`config.mk`:
```
export PLATFORM = sky130hd
export DESIGN_NAME = spin_wheel
export DESIGN_NICKNAME = d
export VERILOG_FILES = /design/src/rtl/spin_wheel.sv
export SDC_FILE = /design/constraint.sdc
export NUM_CORES = 1
export LEC_CHECK = 0
export CAP_MARGIN = 40
export CELL_PAD_IN_SITES_DETAIL_PLACEMENT = 0
export CELL_PAD_IN_SITES_GLOBAL_PLACEMENT = 1
export CORE_MARGIN = 3
export CORE_UTILIZATION = 46
export DETAILED_ROUTE_END_ITERATION = 10
export GPL_ROUTABILITY_DRIVEN = 0
export HOLD_SLACK_MARGIN = 0.03
export PLACE_DENSITY_LB_ADDON = 0.1
export SLEW_MARGIN = 10
export SYNTH_ARGS = -nofsm -noshare
export SYNTH_HDL_FRONTEND = slang
export SYNTH_SLANG_ARGS = --single-unit
```
`constraint.sdc`:
```
create_clock -name clk -period 6.15 [get_ports clk]
set_input_delay 0.615 -clock clk [delete_from_list [all_inputs] [get_ports clk]]
set_output_delay 0.615 -clock clk [all_outputs]
set_load 0.01 [all_outputs]
```
`src/rtl/spin_wheel.sv`:
```
// spin_wheel: eight-slot spin controller for the Le-Adogo wheel.
// Samples the free-running counter as a seed on start, steps the lit slot
// around the wheel at a cruise rate, slows down over the final lap and stops
// on the seed-selected slot, then pulses done for one cycle.
//
// Ports:
//   clk     - system clock
//   reset   - asynchronous, active-low reset
//   tick    - time-base strobe, one clk wide (ignored while idle)
//   rnd     - free-running counter value used as the seed
//   start   - spin request, one clk wide
//   pos     - currently lit slot 0..7
//   busy    - high while spinning
//   done    - one-cycle pulse when the wheel stops
//   result  - final slot of the last completed spin
module spin_wheel #(
    parameter int unsigned MIN_LAPS   = 2,
    parameter logic [15:0] FAST_TICKS = 16'd50,
    parameter logic [15:0] SLOW_INC   = 16'd25
) (
    input  logic       clk,
    input  logic       reset,
    input  logic       tick,
    input  logic [9:0] rnd,
    input  logic       start,
    output logic [2:0] pos,
    output logic       busy,
    output logic       done,
    output logic [2:0] result
);

    localparam int unsigned POS_W   = 3;
    localparam int unsigned REM_W   = 8;
    localparam int unsigned DWELL_W = 16;

    typedef enum logic {
        ST_IDLE = 1'b0,
        ST_SPIN = 1'b1
    } state_e;

    state_e               state_q,     state_d;
    logic [POS_W-1:0]     pos_q,       pos_d;
    logic [POS_W-1:0]     result_q,    result_d;
    logic                 busy_q,      busy_d;
    logic                 done_q,      done_d;
    logic [REM_W-1:0]     remaining_q, remaining_d;
    logic [DWELL_W-1:0]   dwell_cnt_q, dwell_cnt_d;

    logic [REM_W-1:0]     laps_c;
    logic [POS_W-1:0]     offset_c;
    logic [DWELL_W-1:0]   slow_mult_c;
    logic [DWELL_W-1:0]   dwell_c;

    // Only the low five seed bits select target and extra laps.
    logic unused_rnd_c;
    assign unused_rnd_c = ^rnd[9:5];

    // Dwell of the current step: cruise rate, plus a growing slowdown
    // over the last eight steps (1x SLOW_INC at remaining=8 up to 8x at 1).
    always_comb begin
        slow_mult_c = '0;
        if (remaining_q <= REM_W'(8)) begin
            slow_mult_c = DWELL_W'(REM_W'(9) - remaining_q);
        end
        dwell_c = FAST_TICKS + (SLOW_INC * slow_mult_c);
    end

    // Step count for a new spin: whole laps plus forward distance to target.
    always_comb begin
        laps_c   = REM_W'(MIN_LAPS) + REM_W'(rnd[4:3]);
        offset_c = rnd[2:0] - pos_q;
    end

    // Next-state and register updates.
    always_comb begin
        state_d     = state_q;
        pos_d       = pos_q;
        result_d    = result_q;
        busy_d      = busy_q;
        done_d      = 1'b0;
        remaining_d = remaining_q;
        dwell_cnt_d = dwell_cnt_q;

        case (state_q)
            ST_IDLE: begin
                if (start) begin
                    remaining_d = {laps_c[4:0], 3'b000} + {5'b00000, offset_c};
                    dwell_cnt_d = '0;
                    busy_d      = 1'b1;
                    state_d     = ST_SPIN;
                end
            end
            ST_SPIN: begin
                if (tick) begin
                    if (dwell_cnt_q == (dwell_c - DWELL_W'(1))) begin
                        pos_d       = pos_q + POS_W'(1);
                        remaining_d = remaining_q - REM_W'(1);
                        dwell_cnt_d = '0;
                        // Last step lands on the target slot.
                        if (remaining_q == REM_W'(1)) begin
                            result_d = pos_q + POS_W'(1);
                            done_d   = 1'b1;
                            busy_d   = 1'b0;
                            state_d  = ST_IDLE;
                        end
                    end else begin
                        dwell_cnt_d = dwell_cnt_q + DWELL_W'(1);
                    end
                end
            end
            default: begin
                state_d = ST_IDLE;
            end
        endcase
    end

    // State and output registers.
    always_ff @(posedge clk or negedge reset) begin
        if (!reset) begin
            state_q     <= ST_IDLE;
            pos_q       <= '0;
            result_q    <= '0;
            busy_q      <= 1'b0;
            done_q      <= 1'b0;
            remaining_q <= '0;
            dwell_cnt_q <= '0;
        end else begin
            state_q     <= state_d;
            pos_q       <= pos_d;
            result_q    <= result_d;
            busy_q      <= busy_d;
            done_q      <= done_d;
            remaining_q <= remaining_d;
            dwell_cnt_q <= dwell_cnt_d;
        end
    end

    assign pos    = pos_q;
    assign busy   = busy_q;
    assign done   = done_q;
    assign result = result_q;

endmodule

```
==> impl_metrics.tcl <==
set metrics [dict create \
    critical_path_class "flop to flop" \
    synth_warnings 0 \
    diodes 0 \
    synthesis.area_um2 3098 \
    fin_skew_ps 9.864 \
    finalSetupViolCount 0 \
    min_path_cells 1 \
    cts_setup_buffers 0 \
    first_iter_violations 148 \
    grt_util_all_layers_pct 19.82 \
    drv_cap 0 \
    crit_fanout 12 \
    ir_worst_vdd_uv 134.2 \
    syn_to_final_growth_pct 11.15 \
    finalWorstSetupSlack_ps 360.7 \
    fmax_ghz 0.1727 \
    clk_pin_slew_worst_paths_ps 80 \
    layout_common_cells "nor2_1, dfrtp_1, inv_1" \
    cts_tree "built" \
    wl_met3_um 220 \
    outcome "finished clean" \
    clock-sinks 33 \
    fillCellCount 649 \
    relSlewSlack_pct 60.38 \
    maxSlewViolCount 0 \
    end_kind "flop" \
    cts.hold.buffers_added 0 \
    drc_errors 0 \
    reg2reg_to "result[2]$_DFFE_PN0P_" \
    min_path_type "flop to flop" \
    grt_pass1_wl_um 12090 \
    tightest_slew_ps 577.7 \
    period_needed_ps 5789 \
    instances_no_fill 459 \
    clockRootBuffer "clkbuf_8" \
    grt_pass1_vias 2449 \
    synth-simple-area-share_pct 22.66 \
    synthAdderAreaFrac_pct 15.59 \
    path_common_cell "ha_1" \
    overflow 0 \
    cp.arrival_ps 5970 \
    critPathLaunchType "flop" \
    clock_latency_ps 290 \
    slowest_delay_ps 670 \
    wl_met1_um 3718 \
    r2r_cells 17 \
    r2r-start "remaining_q[5]$_DFFE_PN0P_" \
    synth.avg_cell_area_um2 8.629 \
    wl_met2_um 2894 \
    fin_hold_ws_ps 519.9 \
    dp_slack_ps 412.9 \
    die_h_um 88.07 \
    ys_seq_area_share_pct 26.66 \
    final_hold_viol_count 0 \
    layout_commonest_cell "nor2_1" \
    coreArea_um2 6422 \
    slowest_stage "or4_4" \
    reg2reg_slack_ps 360 \
    final_layout_size_suffix_gt1_share_pct 7.853 \
    synth-compound-area-share_pct 14.74 \
    dr.max_layer_used "met4" \
    rows 29 \
    h-tree-depth 2 \
    cts_buffers 5 \
    synth_enable_flop_cells 0 \
    worstPathRequired_ps 6330 \
    power_w 0.0005765 \
    powerDensity_nw_per_um2 167.4 \
    synth_mux_area_share_pct 2.383 \
    power_leakage_nw 1.625 \
    min_period_over_period_pct 94.14 \
    dpl.hpwl_um 5418 \
    antenna_found_initial 0 \
    ys.flop_type "dfrtp_1" \
    port_buffers 16 \
    dr.pass1.iters 5 \
    vias 2575 \
    yosysUniqueCellTypes 58 \
    grt_max_degree 34 \
    setup-tns-final_ps 0 \
    crit_path_start "remaining_q[5]$_DFFE_PN0P_" \
    synth_xor_area_share_pct 11.87 \
    wl_um 6887 \
    rsz0062_at_grt "false" \
    nets 430 \
    synth_top_family_by_area "simple AND/OR/NAND/NOR gates" \
    viasPerCell 5.610 \
    die_w_um 88.07 \
    crit_end "result[2]$_DFFE_PN0P_" \
    antenna_left 0 \
    drt-wirelength-per-cell_um 15.00 \
    clockBufferDepth 2 \
    start_util_pct 48.24 \
    ctsResizeCount 0 \
    die-area_um2 7755 \
    path_cells "or4_4, a21oi_1, nand2_1, ha_1, fa_1, inv_1, ha_1, ha_1, nand4_1, a21oi_1, a211oi_1, o21ai_0, nand4b_1, or4b_4, or2_1, nor3_4, mux2_2" \
    dpl.cell_count 451 \
    netlist_instances 359 \
    synth-seq-cells 33 \
    async_flop_share_pct 100.0 \
    pin_count 22 \
]
[worst min path at each step]
stage                                startpoint                     to  slack (ps)
after floorplan                           reset       busy$_DFFE_PN0P_         320
after global placement    result[2]$_DFFE_PN0P_  result[2]$_DFFE_PN0P_         490
after detailed placement  result[1]$_DFFE_PN0P_  result[1]$_DFFE_PN0P_         500
after CTS                 result[1]$_DFFE_PN0P_  result[1]$_DFFE_PN0P_         530
after global routing      result[1]$_DFFE_PN0P_  result[1]$_DFFE_PN0P_         550
final                     result[1]$_DFFE_PN0P_  result[1]$_DFFE_PN0P_         520
[metrics by stage]
step,util (%),cell area [um2]
2_1_floorplan,-,3120
3_3_place_gp,52.27,3357
3_5_place_dp,52.27,3357
4_1_cts,53.61,3443
5_1_grt,53.61,3443
6_report,53.61,3443
[state kept, by name, indices dropped and copies added (netlist names)]
name and cells:
done 1, remaining_q 8, result 3, dwell_cnt_q 16
pos 3, state_q 1, busy 1
[critical path: cells and delay by family, from the launching register on]
| kind | cells | cell delay [ps] |
|---|---|---|
| AND/OR/NAND/NOR | 7 | 2270 |
| adder cells (fa/ha/maj) | 4 | 1580 |
| AO/OA/AOI/OAI | 4 | 970 |
| flip-flops | 1 | 450 |
| multiplexers | 1 | 370 |
| buffers and inverters | 1 | 40 |
[synth_stat cells, drive strengths merged (2+ instances only)]
cell	number	area (um2)
nor2	39	153.9
dfrtp	33	825.8
inv	31	116.4
ha	29	362.9
nand2	29	111.4
xnor2	21	183.9
xor2	21	183.9
o21ai	15	75.07
nand3	14	70.07
a21oi	12	60.06
nor3	12	92.59
clkbuf	8	30.03
nand4	7	43.79
fa	6	120.1
a211oi	5	37.54
buf	5	35.02
nor4	5	31.28
a31oi	4	25.02
and3	4	25.02
mux2i	4	40.04
nand2b	4	25.02
nor2b	4	25.02
o211ai	4	30.03
o31ai	4	30.03
or3	4	30.03
a21o	3	22.52
mux2	3	33.78
a2111oi	2	23.77
a211o	2	17.52
a21boi	2	15.01
a311oi	2	17.52
a32oi	2	17.52
and4b	2	20.02
conb	2	7.510
o21a	2	15.01
[power breakdown]
part / leakage, nW / internal [W] / switching, W / total [W]
Sequential: 0.413 / 0.000239 / 0.0000348 / 0.000274
Combinational: 1.17 / 0.0000656 / 0.0000752 / 0.000141
Clock: 0.0439 / 0.0000781 / 0.0000840 / 0.000162
[per-layer routing]
layer	vias to the layer above	global-route usage (%)
met5	-	0
met4	0	4.121
met3	5	2.540
met2	53	30.07
met1	1217	30.21
li1	1300	-
[area by class of cell]
cell class / instances / area [um2] / share of cell area (%)
repair buffers: 22 / 205.2 / 5.959
multi-input cells: 288 / 2113 / 61.37
clock buffers: 5 / 68.82 / 1.999
clock inverters: 3 / 17.52 / 0.5087
inverters: 31 / 116.4 / 3.379
flip-flops and latches: 33 / 825.8 / 23.98
well taps: 77 / 96.34 / 2.798
[kinds of logic (layout without fill, tap and decap cells)]
kind of cell,count (synthesis),in the layout
adders and majority gates,35,35
other,2,8
AOI/OAI and AO/OA,66,66
buffers and inverters,44,61
DFF,33,33
and+or+nand+nor,130,130
muxes,7,7
xor gates and xnor gates,42,42
Note: power is estimated with default switching activity, not from simulation.
